`src/rtl/ahb_master_mux_if.sv`:
```
// Bus bundle for ahb_master_mux: per-master request side in, shared AHB side out.
interface ahb_master_mux_if #(
  parameter int AW = 32,
  parameter int DW = 32
);
  logic          grant_0, grant_1, grant_2, grant_3;
  logic          hready;
  logic [AW-1:0] haddr_0, haddr_1, haddr_2, haddr_3;
  logic [1:0]    htrans_0, htrans_1, htrans_2, htrans_3;
  logic          hwrite_0, hwrite_1, hwrite_2, hwrite_3;
  logic [2:0]    hsize_0, hsize_1, hsize_2, hsize_3;
  logic [DW-1:0] hwdata_0, hwdata_1, hwdata_2, hwdata_3;

  logic [AW-1:0] haddr;
  logic [1:0]    htrans;
  logic          hwrite;
  logic [2:0]    hsize;
  logic [DW-1:0] hwdata;
  logic [1:0]    hmaster;
  logic [1:0]    hmaster_data;
  logic          data_active;
  logic          grant_err;
  logic [7:0]    err_cnt;
  logic [15:0]   handover_cnt;

  // The mux itself: consumes grants and master buses, drives the shared bus.
  modport slave (
    input  grant_0, grant_1, grant_2, grant_3, hready,
    input  haddr_0, haddr_1, haddr_2, haddr_3,
    input  htrans_0, htrans_1, htrans_2, htrans_3,
    input  hwrite_0, hwrite_1, hwrite_2, hwrite_3,
    input  hsize_0, hsize_1, hsize_2, hsize_3,
    input  hwdata_0, hwdata_1, hwdata_2, hwdata_3,
    output haddr, htrans, hwrite, hsize, hwdata,
    output hmaster, hmaster_data, data_active, grant_err, err_cnt, handover_cnt
  );

  // The masters/arbiter side: drives requests, observes the shared bus.
  modport master (
    output grant_0, grant_1, grant_2, grant_3, hready,
    output haddr_0, haddr_1, haddr_2, haddr_3,
    output htrans_0, htrans_1, htrans_2, htrans_3,
    output hwrite_0, hwrite_1, hwrite_2, hwrite_3,
    output hsize_0, hsize_1, hsize_2, hsize_3,
    output hwdata_0, hwdata_1, hwdata_2, hwdata_3,
    input  haddr, htrans, hwrite, hsize, hwdata,
    input  hmaster, hmaster_data, data_active, grant_err, err_cnt, handover_cnt
  );
endinterface

```
`src/rtl/ahb_master_mux.sv`:
```
// AHB master mux: converts arbiter grants into address-phase and data-phase
// ownership, muxes the owners' buses, flags multi-hot grants and counts
// ownership handovers.
module ahb_master_mux #(
  parameter int          AW         = 32,
  parameter int          DW         = 32,
  parameter int unsigned DEF_MASTER = 0
) (
  input  logic              clk,
  input  logic              rst,
  ahb_master_mux_if.slave   bus
);

  localparam logic [1:0] DEF = DEF_MASTER[1:0];

  logic [3:0]    grant_vec;
  logic [1:0]    gsel;
  logic          err_now;
  logic [1:0]    hmaster_q;
  logic [1:0]    hmaster_data_q;
  logic          data_active_q;
  logic          grant_err_q;
  logic [7:0]    err_cnt_q;
  logic [15:0]   handover_cnt_q;
  logic [AW-1:0] haddr_mux;
  logic [1:0]    htrans_mux;
  logic          hwrite_mux;
  logic [2:0]    hsize_mux;
  logic [DW-1:0] hwdata_mux;

  // Grant paths may come from gated logic; anything not a clean 1 counts as 0.
  assign grant_vec[0] = (bus.grant_0 === 1'b1);
  assign grant_vec[1] = (bus.grant_1 === 1'b1);
  assign grant_vec[2] = (bus.grant_2 === 1'b1);
  assign grant_vec[3] = (bus.grant_3 === 1'b1);

  // Grant decode: lowest asserted index wins, no grant keeps the current owner.
  always_comb begin
    gsel    = hmaster_q;
    err_now = 1'b0;
    if (grant_vec != 4'b0000) begin
      err_now = ((grant_vec & (grant_vec - 4'd1)) != 4'b0000);
      if (grant_vec[0])      gsel = 2'd0;
      else if (grant_vec[1]) gsel = 2'd1;
      else if (grant_vec[2]) gsel = 2'd2;
      else                   gsel = 2'd3;
    end
  end

  // Address-phase mux, selected by the registered address-phase owner.
  always_comb begin
    haddr_mux  = bus.haddr_0;
    htrans_mux = bus.htrans_0;
    hwrite_mux = bus.hwrite_0;
    hsize_mux  = bus.hsize_0;
    case (hmaster_q)
      2'd1: begin
        haddr_mux  = bus.haddr_1;
        htrans_mux = bus.htrans_1;
        hwrite_mux = bus.hwrite_1;
        hsize_mux  = bus.hsize_1;
      end
      2'd2: begin
        haddr_mux  = bus.haddr_2;
        htrans_mux = bus.htrans_2;
        hwrite_mux = bus.hwrite_2;
        hsize_mux  = bus.hsize_2;
      end
      2'd3: begin
        haddr_mux  = bus.haddr_3;
        htrans_mux = bus.htrans_3;
        hwrite_mux = bus.hwrite_3;
        hsize_mux  = bus.hsize_3;
      end
      default: ;
    endcase
  end

  // Write-data mux follows the data-phase owner even when no transfer is active.
  always_comb begin
    case (hmaster_data_q)
      2'd1:    hwdata_mux = bus.hwdata_1;
      2'd2:    hwdata_mux = bus.hwdata_2;
      2'd3:    hwdata_mux = bus.hwdata_3;
      default: hwdata_mux = bus.hwdata_0;
    endcase
  end

  // Ownership pipeline and counters advance only on handover (hready) edges.
  always_ff @(posedge clk) begin
    if (rst) begin
      hmaster_q      <= DEF;
      hmaster_data_q <= DEF;
      data_active_q  <= 1'b0;
      grant_err_q    <= 1'b0;
      err_cnt_q      <= 8'd0;
      handover_cnt_q <= 16'd0;
    end else if (bus.hready) begin
      hmaster_data_q <= hmaster_q;
      data_active_q  <= htrans_mux[1];
      hmaster_q      <= gsel;
      grant_err_q    <= err_now;
      if (err_now && (err_cnt_q != 8'hFF))
        err_cnt_q <= err_cnt_q + 8'd1;
      if (gsel != hmaster_q)
        handover_cnt_q <= handover_cnt_q + 16'd1;
    end else begin
      grant_err_q <= 1'b0;
    end
  end

  assign bus.haddr        = haddr_mux;
  assign bus.htrans       = htrans_mux;
  assign bus.hwrite       = hwrite_mux;
  assign bus.hsize        = hsize_mux;
  assign bus.hwdata       = hwdata_mux;
  assign bus.hmaster      = hmaster_q;
  assign bus.hmaster_data = hmaster_data_q;
  assign bus.data_active  = data_active_q;
  assign bus.grant_err    = grant_err_q;
  assign bus.err_cnt      = err_cnt_q;
  assign bus.handover_cnt = handover_cnt_q;

endmodule

```
`src/flat_wrapper.sv`:
```
// flat-port wrapper written by rule: the top's interface ports become plain ports
module ahb_master_mux_flat 
#(
  parameter int          AW         = 32,
  parameter int          DW         = 32,
  parameter int unsigned DEF_MASTER = 0
)
  (clk, rst, bus_grant_0, bus_grant_1, bus_grant_2, bus_grant_3, bus_hready, bus_haddr_0, bus_haddr_1, bus_haddr_2, bus_haddr_3, bus_htrans_0, bus_htrans_1, bus_htrans_2, bus_htrans_3, bus_hwrite_0, bus_hwrite_1, bus_hwrite_2, bus_hwrite_3, bus_hsize_0, bus_hsize_1, bus_hsize_2, bus_hsize_3, bus_hwdata_0, bus_hwdata_1, bus_hwdata_2, bus_hwdata_3, bus_haddr, bus_htrans, bus_hwrite, bus_hsize, bus_hwdata, bus_hmaster, bus_hmaster_data, bus_data_active, bus_grant_err, bus_err_cnt, bus_handover_cnt);
  ahb_master_mux_if #(.AW(AW), .DW(DW)) bus_i ();
  input  logic clk;
  input  logic rst;
  input wire logic [$bits(bus_i.grant_0)-1:0] bus_grant_0;
  input wire logic [$bits(bus_i.grant_1)-1:0] bus_grant_1;
  input wire logic [$bits(bus_i.grant_2)-1:0] bus_grant_2;
  input wire logic [$bits(bus_i.grant_3)-1:0] bus_grant_3;
  input wire logic [$bits(bus_i.hready)-1:0] bus_hready;
  input wire logic [$bits(bus_i.haddr_0)-1:0] bus_haddr_0;
  input wire logic [$bits(bus_i.haddr_1)-1:0] bus_haddr_1;
  input wire logic [$bits(bus_i.haddr_2)-1:0] bus_haddr_2;
  input wire logic [$bits(bus_i.haddr_3)-1:0] bus_haddr_3;
  input wire logic [$bits(bus_i.htrans_0)-1:0] bus_htrans_0;
  input wire logic [$bits(bus_i.htrans_1)-1:0] bus_htrans_1;
  input wire logic [$bits(bus_i.htrans_2)-1:0] bus_htrans_2;
  input wire logic [$bits(bus_i.htrans_3)-1:0] bus_htrans_3;
  input wire logic [$bits(bus_i.hwrite_0)-1:0] bus_hwrite_0;
  input wire logic [$bits(bus_i.hwrite_1)-1:0] bus_hwrite_1;
  input wire logic [$bits(bus_i.hwrite_2)-1:0] bus_hwrite_2;
  input wire logic [$bits(bus_i.hwrite_3)-1:0] bus_hwrite_3;
  input wire logic [$bits(bus_i.hsize_0)-1:0] bus_hsize_0;
  input wire logic [$bits(bus_i.hsize_1)-1:0] bus_hsize_1;
  input wire logic [$bits(bus_i.hsize_2)-1:0] bus_hsize_2;
  input wire logic [$bits(bus_i.hsize_3)-1:0] bus_hsize_3;
  input wire logic [$bits(bus_i.hwdata_0)-1:0] bus_hwdata_0;
  input wire logic [$bits(bus_i.hwdata_1)-1:0] bus_hwdata_1;
  input wire logic [$bits(bus_i.hwdata_2)-1:0] bus_hwdata_2;
  input wire logic [$bits(bus_i.hwdata_3)-1:0] bus_hwdata_3;
  output wire logic [$bits(bus_i.haddr)-1:0] bus_haddr;
  output wire logic [$bits(bus_i.htrans)-1:0] bus_htrans;
  output wire logic [$bits(bus_i.hwrite)-1:0] bus_hwrite;
  output wire logic [$bits(bus_i.hsize)-1:0] bus_hsize;
  output wire logic [$bits(bus_i.hwdata)-1:0] bus_hwdata;
  output wire logic [$bits(bus_i.hmaster)-1:0] bus_hmaster;
  output wire logic [$bits(bus_i.hmaster_data)-1:0] bus_hmaster_data;
  output wire logic [$bits(bus_i.data_active)-1:0] bus_data_active;
  output wire logic [$bits(bus_i.grant_err)-1:0] bus_grant_err;
  output wire logic [$bits(bus_i.err_cnt)-1:0] bus_err_cnt;
  output wire logic [$bits(bus_i.handover_cnt)-1:0] bus_handover_cnt;
  assign bus_i.grant_0 = bus_grant_0;
  assign bus_i.grant_1 = bus_grant_1;
  assign bus_i.grant_2 = bus_grant_2;
  assign bus_i.grant_3 = bus_grant_3;
  assign bus_i.hready = bus_hready;
  assign bus_i.haddr_0 = bus_haddr_0;
  assign bus_i.haddr_1 = bus_haddr_1;
  assign bus_i.haddr_2 = bus_haddr_2;
  assign bus_i.haddr_3 = bus_haddr_3;
  assign bus_i.htrans_0 = bus_htrans_0;
  assign bus_i.htrans_1 = bus_htrans_1;
  assign bus_i.htrans_2 = bus_htrans_2;
  assign bus_i.htrans_3 = bus_htrans_3;
  assign bus_i.hwrite_0 = bus_hwrite_0;
  assign bus_i.hwrite_1 = bus_hwrite_1;
  assign bus_i.hwrite_2 = bus_hwrite_2;
  assign bus_i.hwrite_3 = bus_hwrite_3;
  assign bus_i.hsize_0 = bus_hsize_0;
  assign bus_i.hsize_1 = bus_hsize_1;
  assign bus_i.hsize_2 = bus_hsize_2;
  assign bus_i.hsize_3 = bus_hsize_3;
  assign bus_i.hwdata_0 = bus_hwdata_0;
  assign bus_i.hwdata_1 = bus_hwdata_1;
  assign bus_i.hwdata_2 = bus_hwdata_2;
  assign bus_i.hwdata_3 = bus_hwdata_3;
  assign bus_haddr = bus_i.haddr;
  assign bus_htrans = bus_i.htrans;
  assign bus_hwrite = bus_i.hwrite;
  assign bus_hsize = bus_i.hsize;
  assign bus_hwdata = bus_i.hwdata;
  assign bus_hmaster = bus_i.hmaster;
  assign bus_hmaster_data = bus_i.hmaster_data;
  assign bus_data_active = bus_i.data_active;
  assign bus_grant_err = bus_i.grant_err;
  assign bus_err_cnt = bus_i.err_cnt;
  assign bus_handover_cnt = bus_i.handover_cnt;
  ahb_master_mux #(.AW(AW), .DW(DW), .DEF_MASTER(DEF_MASTER)) u_core (.clk(clk), .rst(rst), .bus(bus_i));
endmodule
```
`config.mk`:
```
export PLATFORM = sky130hd
export DESIGN_NAME = ahb_master_mux_flat
export DESIGN_NICKNAME = d
export VERILOG_FILES = /design/src/rtl/ahb_master_mux_if.sv /design/src/rtl/ahb_master_mux.sv /design/src/flat_wrapper.sv
export SDC_FILE = /design/constraint.sdc
export NUM_CORES = 1
export LEC_CHECK = 0
export ABC_AREA = 1
export CAP_MARGIN = 0
export CORE_AREA = 2 2 151 153
export DETAILED_ROUTE_END_ITERATION = 8
export DIE_AREA = 0 0 153 155
export PLACE_DENSITY_LB_ADDON = 0.2
export REMOVE_ABC_BUFFERS = 1
export SYNTH_ARGS = -nofsm -noshare
export SYNTH_HDL_FRONTEND = slang
export SYNTH_SLANG_ARGS = --single-unit
```
`constraint.sdc`:
```
create_clock -name clk -period 1.5 [get_ports clk]
set_clock_uncertainty 0.1 [all_clocks]
set_input_delay 0.45 -clock clk [delete_from_list [all_inputs] [get_ports clk]]
set_output_delay 0.45 -clock clk [all_outputs]
set_load 0.01 [all_outputs]
```
# Yosys cells after proc, flatten, opt, wreduce, memory -nomap -nowiden
# Cells that the tools add are included.
dict set report op_classes {
  eq_ne 12
  n_addsub 3
  n_bitwise 2
  n_mux 10
  reduce_logical 6
}
# op count
set op_table {}
lappend op_table {{$pmux W32 S3} 2}
lappend op_table {{$add A16 B1 Y16 const B} 1}
lappend op_table {{$pmux W3 S3} 1}
lappend op_table {{$add A8 B1 Y8 const B} 1}
lappend op_table {{$eq A2 B2 Y1 const B} 4}
lappend op_table {{$ne A8 B8 Y1 const B} 1}
lappend op_table {{$reduce_bool A4 Y1} 2}
lappend op_table {{$mux W2} 3}
lappend op_table {{$pmux W2 S3} 1}
lappend op_table {{$and A4 B4 Y4} 1}
lappend op_table {{$eq A2 B1 Y1 const B} 2}
lappend op_table {{$eqx A1 B1 Y1 const B} 4}
lappend op_table {{$reduce_and A2 Y1} 2}
lappend op_table {{$sub A4 B1 Y4 const B} 1}
lappend op_table {{$pmux W1 S3} 1}
lappend op_table {{$mux W1} 2}
lappend op_table {{$ne A2 B2 Y1} 1}
lappend op_table {{$reduce_or A2 Y1} 1}
lappend op_table {{$logic_and A1 B1 Y1} 1}
lappend op_table {{$not A1 Y1} 1}
dict set report totals {
  register_bits 30
  out_inout_bits 100
}

# Longest topological paths before layout
dict set report depth {
  depth_word 7
  mapped_depth 10
  ltp_nobuf 10
}

# Worst setup path after synthesis
# Ideal clock, no wire load.
dict set report synth_path {
  kind {reg2out}
  start {reg u_core.hmaster_q[0], in the netlist u_core.bus.hmaster[0]}
  end {out bus_haddr[0]}
  setup_slack_ns -0.289
  path_stages_with_launch 7
  path_buffers 2
  required_ns 0.950
  t_arrival_ns 1.239
  path_cell_list {dfxtp_1 inv_1 nor2_1 buf_2 buf_2 nand2_1 nand4_1}
}
dict set report synth_between {
  elab_chain_cells 2
}
# item line
set synth_rtl {}
lappend synth_rtl {{from (decl)} ahb_master_mux.sv:19} ;# logic [1:0] hmaster_q;
lappend synth_rtl {{from (signal assigned)} ahb_master_mux.sv:101} ;# hmaster_q <= gsel;
lappend synth_rtl {{$eq A2 B2 Y1 / $eq A2 B1 Y1 (equally long branches)} ahb_master_mux.sv:56} ;# case (hmaster_q)
lappend synth_rtl {{$pmux W32 S3 *} ahb_master_mux.sv:56}
lappend synth_rtl {{to (decl)} flat_wrapper.sv:37} ;# output wire logic [$bits(bus_i.haddr)-1:0] bus_haddr;
# Mark *: on every way between the ends. The rest lies on a longest branch, timed or not.

# Worst setup path in the final report
dict set report layout_path {
  start {reg u_core.hmaster_q[1], in the netlist u_core.bus.hmaster[1]}
  end {out bus_haddr[8]}
}
# Same word-level chain as after synthesis.

==> reports/results.env <==
RUN_STATUS='finished, violations left'
VIOLATIONS='setup timing'
SYNTH-COMPOUND-AREA-SHARE_PCT=7.364
OVERFLOW=0
POWER.NET_SWITCHING_mW=1.499
ROUTED-VIA-COUNT=6177
CRIT_CHAIN='buf_6, nor2_4, buf_6, buf_12, clkbuf_16, nand2_4, nand4_1, buf_2'
SW_FRAC_OF_TOTAL_PCT=33.10
POWER_DENSITY_NORMALIZED_TO_CELL_AREA_nW_PER_UM2=481.4
DRT_ITER0_DRC=233
MULTIINPUTGATEAREA_SQ_UM=3050
GRT_ANTENNA_BEFORE_REPAIR=2
DIE_OUTLINE_AREA_SQ_UM=23720
DRT-TOTAL-WL_UM=23600
FINALHOLDWORSTSLACK_NS=0.4089
DIE_W_UM=153
AREA_GROWTH_SYN_TO_LAYOUT_PCT=176.8
MAX-VDD-IR-DROP_V=0.0003215
CRITICAL_PATH_BUF_INV_COUNT=5
FINAL_PERIOD_MINUS_WORST_SETUP_SLACK_NS=2.065
SYNTH-ADDER-AREA-SHARE_PCT=0.7364
COMB_POWER_SHARE_PCT=58.5
SETUP_VIOL_COUNT_FINAL=89
TIMING.CRITICAL_PATH.SLOWEST_STAGE_CELL='sky130_fd_sc_hd__dfxtp_4'
CP_DATA_ARRIVAL_TIME_NS=1.51
FIN_WS_NS=-0.5645
SYN-MEAN-INSTANCE-AREA_SQ_UM=5.310
GRT_PASS1_VIAS=6546
GP_CONGESTION=0.8032
FLOORPLAN.INITIALDENSITY_PCT=15.29
SYNTH_TOP_CELL_BY_AREA='sky130_fd_sc_hd__nand2_1'
DP_HPWL_UM=17260
FIRSTDRTPASSITERS=6
R2R_SETUP_SLACK_NS=-0.29
SHARE_SEQ_OF_TOTAL_POWER_PCT=18.8
YS_TYPES=26
REG2REGPATHDEPTH=13
MAXCLOCKFREQUENCY_MHz=484.4
TRITONCTS_NUM_SINKS=30
POST_DRT_VIA_CELL_RATIO=4.347
POST_SYNTHESIS_INSTANCE_AREA_SQ_UM=3398
MAX_SLEW_MARGIN_PCT=77.74
TOTAL_LEAKAGE_POWER_nW=4.006
ANTENNA-DIODE-COUNT=0
PORTION_OF_THE_POST_SYNTHESIS_AREA_USED_BY_SEQUENTIAL_ELEMENTS_PCT=17.67
PERIOD_SHARE_PCT=137.6
SETUP.WORST_PATH.END_CLASS='primary output'
WORST-PATH-MAX-FANOUT=5
IOS=387
ROOT_BUFFER_CELL='sky130_fd_sc_hd__clkbuf_16'
ANT_NETS=0
FINAL_NET_COUNT=1424
HOLD_PATH.CLASS='reg2reg'
SYN-INSTANCE-COUNT=640
CTS_TREE='built'
HOLD-PATH-ENDPOINT='u_core.bus.handover_cnt[4]'
SYNTH_XOR_XNOR_AREA_SHARE_PCT=3.351
POWER_REPORT.INTERNAL_TOTAL_mW=3.029
CRIT_PATH_START_KIND='flop'
CATEGORY_OF_THE_CRITICAL_SETUP_TIMING_PATH='reg2out'
FIRST_PASS_GRT_WIRE_LENGTH_UM=35460
DRIVE_ABOVE_1_SHARE_PCT=34.24
YOSYSTOPAREACELLSHARE_PCT=37.33
POWER.SHARE.CLOCK_PCT=22.7
SYNTHMUXAREASHARE_PCT=0
CORE_REGION_AREA_SQ_UM=22230
HOLD_DEPTH=2
YOSYS_REGISTER_BITS=30
HOLD_VIOL_FINAL=0
CRITICAL-PATH-MAX-STAGE-DELAY_NS=0.36
SIMPLE_GATE_FRACTION_OF_SYNTH_AREA_PCT=62.78
ROWS=55
FF_LATCH_AREA_SQ_UM=626.9
HOLD_PATH_STARTPOINT='u_core.bus.handover_cnt[4]'
WORST_SETUP_HOLD_PATH_CLK_SLEW_NS=0.05
CTS.PATH.MAX_BUFFERS=2
IO_BUFFER_COUNT=386
GR-USAGE-ALL-LAYERS_PCT=18.97
UNREPAIRED_SETUP_ENDPOINTS_AFTER_GLOBAL_ROUTING='yes'
RR_ENDPOINT='u_core.bus.handover_cnt[8]'
ROUTE.DETAILED.DRC=0
YS_WARN_COUNT=0
PRE_CTS_SETUP_SLACK_NS=-0.7684
FINALMAXSLEWVIOLATIONS=0
SYNTH_TOP_CELLS_BY_AREA='sky130_fd_sc_hd__nand2_1, sky130_fd_sc_hd__dfxtp_1, sky130_fd_sc_hd__nand4_1'
MAX_CAP_VIOL_COUNT=0
SYNTH_TOP_FAMILY_BY_AREA='simple AND/OR/NAND/NOR gates'
R2R_START='u_core.bus.hmaster[1]'
DIE_HEIGHT_UM=155
ROUTE.DETAILED.WL_PER_INST_UM=16.61
TRITONCTS.NUM_BUFFERS=5
CP.REQUIRED_NS=0.95
FILLERS=2323
CRITICAL-PATH-TOP-DELAY-FAMILY='buffers and inverters'
TIMING_WORST_SLEW_PIN_VALUE_NS=0.3326
CRIT_PATH_TOP_CELL_BY_COUNT='sky130_fd_sc_hd__buf_6'
GRT_MAX_DEGREE=24
MAX_H_TREE_LEVEL=2
CLK_LATENCY_NS=0.28
how the worst max path moves through the flow:
stage	cells past startpoint	start	endpoint	slack [ns]
after global routing	7	u_core.bus.hmaster[1]	bus_haddr[19]	-0.65
final	8	u_core.bus.hmaster[1]	bus_haddr[8]	-0.56
after floorplan	6	u_core.bus.hmaster[0]	bus_htrans[1]	-1.19
after detailed placement	4	bus_hwdata_3[1]	bus_hwdata[1]	-0.77
after global placement	6	bus_htrans_2[1]	bus_htrans[1]	-0.76
after CTS	8	u_core.bus.hmaster_data[0]	bus_hwdata[29]	-0.59
power by group through the flow:
| stage | Sequential [mW] | Combinational, mW | Clock, mW |
|---|---|---|---|
| after global placement | 0.861 | 2.28 | 0 |
| after floorplan | 0.870 | 0.605 | 0 |
| after CTS | 0.852 | 2.58 | 1.06 |
| after global routing | 0.857 | 2.84 | 1.10 |
| final | 0.852 | 2.65 | 1.03 |
| after detailed placement | 0.862 | 2.27 | 0 |
flip-flops by register name, summed over array words and instances (netlist names):
signal / count
u_core.bus.handover_cnt: 16
u_core.bus.err_cnt: 8
u_core.bus.hmaster: 2
u_core.bus.hmaster_data: 2
u_core.bus.data_active: 1
u_core.bus.grant_err: 1
per-layer routing:
layer / vias up / GRT usage, % / part of all wire (%)
li1: 3089 / - / -
met1: 2762 / 19.03 / 36
met2: 287 / 38.89 / 55
met3: 39 / 3.565 / 6.2
met4: 0 / 6.085 / 3.0
met5: - / 0 / 0
cell type report:
class	instances	share of cell area (%)
Multi-Input combinational cell	547	32.43
Clock buffer	7	1.517
Tap cell	285	3.791
Inverter	29	1.224
Timing Repair Buffer	522	54.32
Sequential cell	30	6.665
Clock inverter	1	0.05321
cell families (layout without fill, tap and decap cells):
| kind of cell | count (synthesis) | count (layout) |
|---|---|---|
| simple gates | 490 | 491 |
| buf+inv | 64 | 559 |
| compound gates | 41 | 41 |
| flops | 30 | 30 |
| xor+xnor | 13 | 13 |
| fa+ha+maj | 2 | 2 |
worst min-delay path, cell delays in order (launching register included):
cell and delay (ns):
sky130_fd_sc_hd__dfxtp_1 0.33, sky130_fd_sc_hd__nand2_1 0.08, sky130_fd_sc_hd__a21oi_2 0.05
stage by stage:
step / instance area, sq um / instances / power, mW / TNS [ns] / utilization [%]
2_1_floorplan: 3232 / 605 / 1.475 / -66.01 / -
3_3_place_gp: 8173 / 1350 / 3.139 / -64.16 / 36.77
3_5_place_dp: 8173 / 1350 / 3.137 / -64.55 / 36.77
4_1_cts: 9091 / 1414 / 4.494 / -40.85 / 40.90
5_1_grt: 9405 / 1421 / 4.795 / -46.81 / 42.31
6_report: 9405 / 1421 / 4.528 / -40.20 / 42.31
cell usage after synthesis:
cell type,count
sky130_fd_sc_hd__nor2_1,30
sky130_fd_sc_hd__nand4_1,76
sky130_fd_sc_hd__nand3b_1,1
sky130_fd_sc_hd__xor2_1,9
sky130_fd_sc_hd__a21oi_1,16
sky130_fd_sc_hd__dfxtp_1,30
sky130_fd_sc_hd__xnor2_1,4
sky130_fd_sc_hd__inv_2,2
sky130_fd_sc_hd__o21ai_0,12
sky130_fd_sc_hd__buf_8,1
sky130_fd_sc_hd__nand2_2,13
sky130_fd_sc_hd__clkbuf_1,19
sky130_fd_sc_hd__nand3_4,1
sky130_fd_sc_hd__nand3_2,1
sky130_fd_sc_hd__nor2_2,3
sky130_fd_sc_hd__nand3_1,25
sky130_fd_sc_hd__buf_1,2
sky130_fd_sc_hd__nand2_4,1
sky130_fd_sc_hd__o21ai_1,1
sky130_fd_sc_hd__ha_1,2
sky130_fd_sc_hd__a21oi_2,12
sky130_fd_sc_hd__nand2_1,338
sky130_fd_sc_hd__inv_1,27
sky130_fd_sc_hd__nor3_1,1
sky130_fd_sc_hd__buf_4,3
sky130_fd_sc_hd__buf_2,10
cell usage in the layout, fill, tap and decap left out, types with 2 or more instances in the layout:
cell	Yosys	routed
sky130_fd_sc_hd__clkdlybuf4s15_2	0	2
sky130_fd_sc_hd__buf_6	0	36
sky130_fd_sc_hd__a21oi_1	16	7
sky130_fd_sc_hd__nor2_2	3	4
sky130_fd_sc_hd__buf_4	3	69
sky130_fd_sc_hd__xnor2_1	4	4
sky130_fd_sc_hd__buf_2	10	70
sky130_fd_sc_hd__clkbuf_16	0	6
sky130_fd_sc_hd__nand2_4	1	19
sky130_fd_sc_hd__dfxtp_4	0	6
sky130_fd_sc_hd__o21ai_2	0	4
sky130_fd_sc_hd__nand3_1	25	14
sky130_fd_sc_hd__nand2_2	13	78
sky130_fd_sc_hd__buf_16	0	8
sky130_fd_sc_hd__nand2_1	338	254
sky130_fd_sc_hd__dfxtp_1	30	21
sky130_fd_sc_hd__inv_2	2	8
sky130_fd_sc_hd__nand4_1	76	76
sky130_fd_sc_hd__a21oi_2	12	20
sky130_fd_sc_hd__inv_1	27	19
sky130_fd_sc_hd__dlygate4sd2_1	0	21
sky130_fd_sc_hd__xor2_1	9	9
sky130_fd_sc_hd__clkdlybuf4s50_1	0	281
sky130_fd_sc_hd__buf_12	0	21
sky130_fd_sc_hd__nand3_4	1	2
sky130_fd_sc_hd__nor2_1	30	21
sky130_fd_sc_hd__o21ai_0	12	8
sky130_fd_sc_hd__nor2_4	0	8
sky130_fd_sc_hd__clkdlybuf4s15_1	0	7
sky130_fd_sc_hd__dfxtp_2	0	3
sky130_fd_sc_hd__nand2_8	0	2
sky130_fd_sc_hd__buf_8	1	5
sky130_fd_sc_hd__nand3_2	1	11
repair_timing:
item | 4_1_cts | 5_1_grt
buffers inserted | 42 | 12
hold buffers | 0 | 0
resized for setup | 470 | 112
endpoints found under the hold margin | 0 | 0
pin swaps | 49 | 56
gates cloned | 15 | 1
endpoints found under the setup margin | 127 | 108
Power figures use the tool's default switching activity.
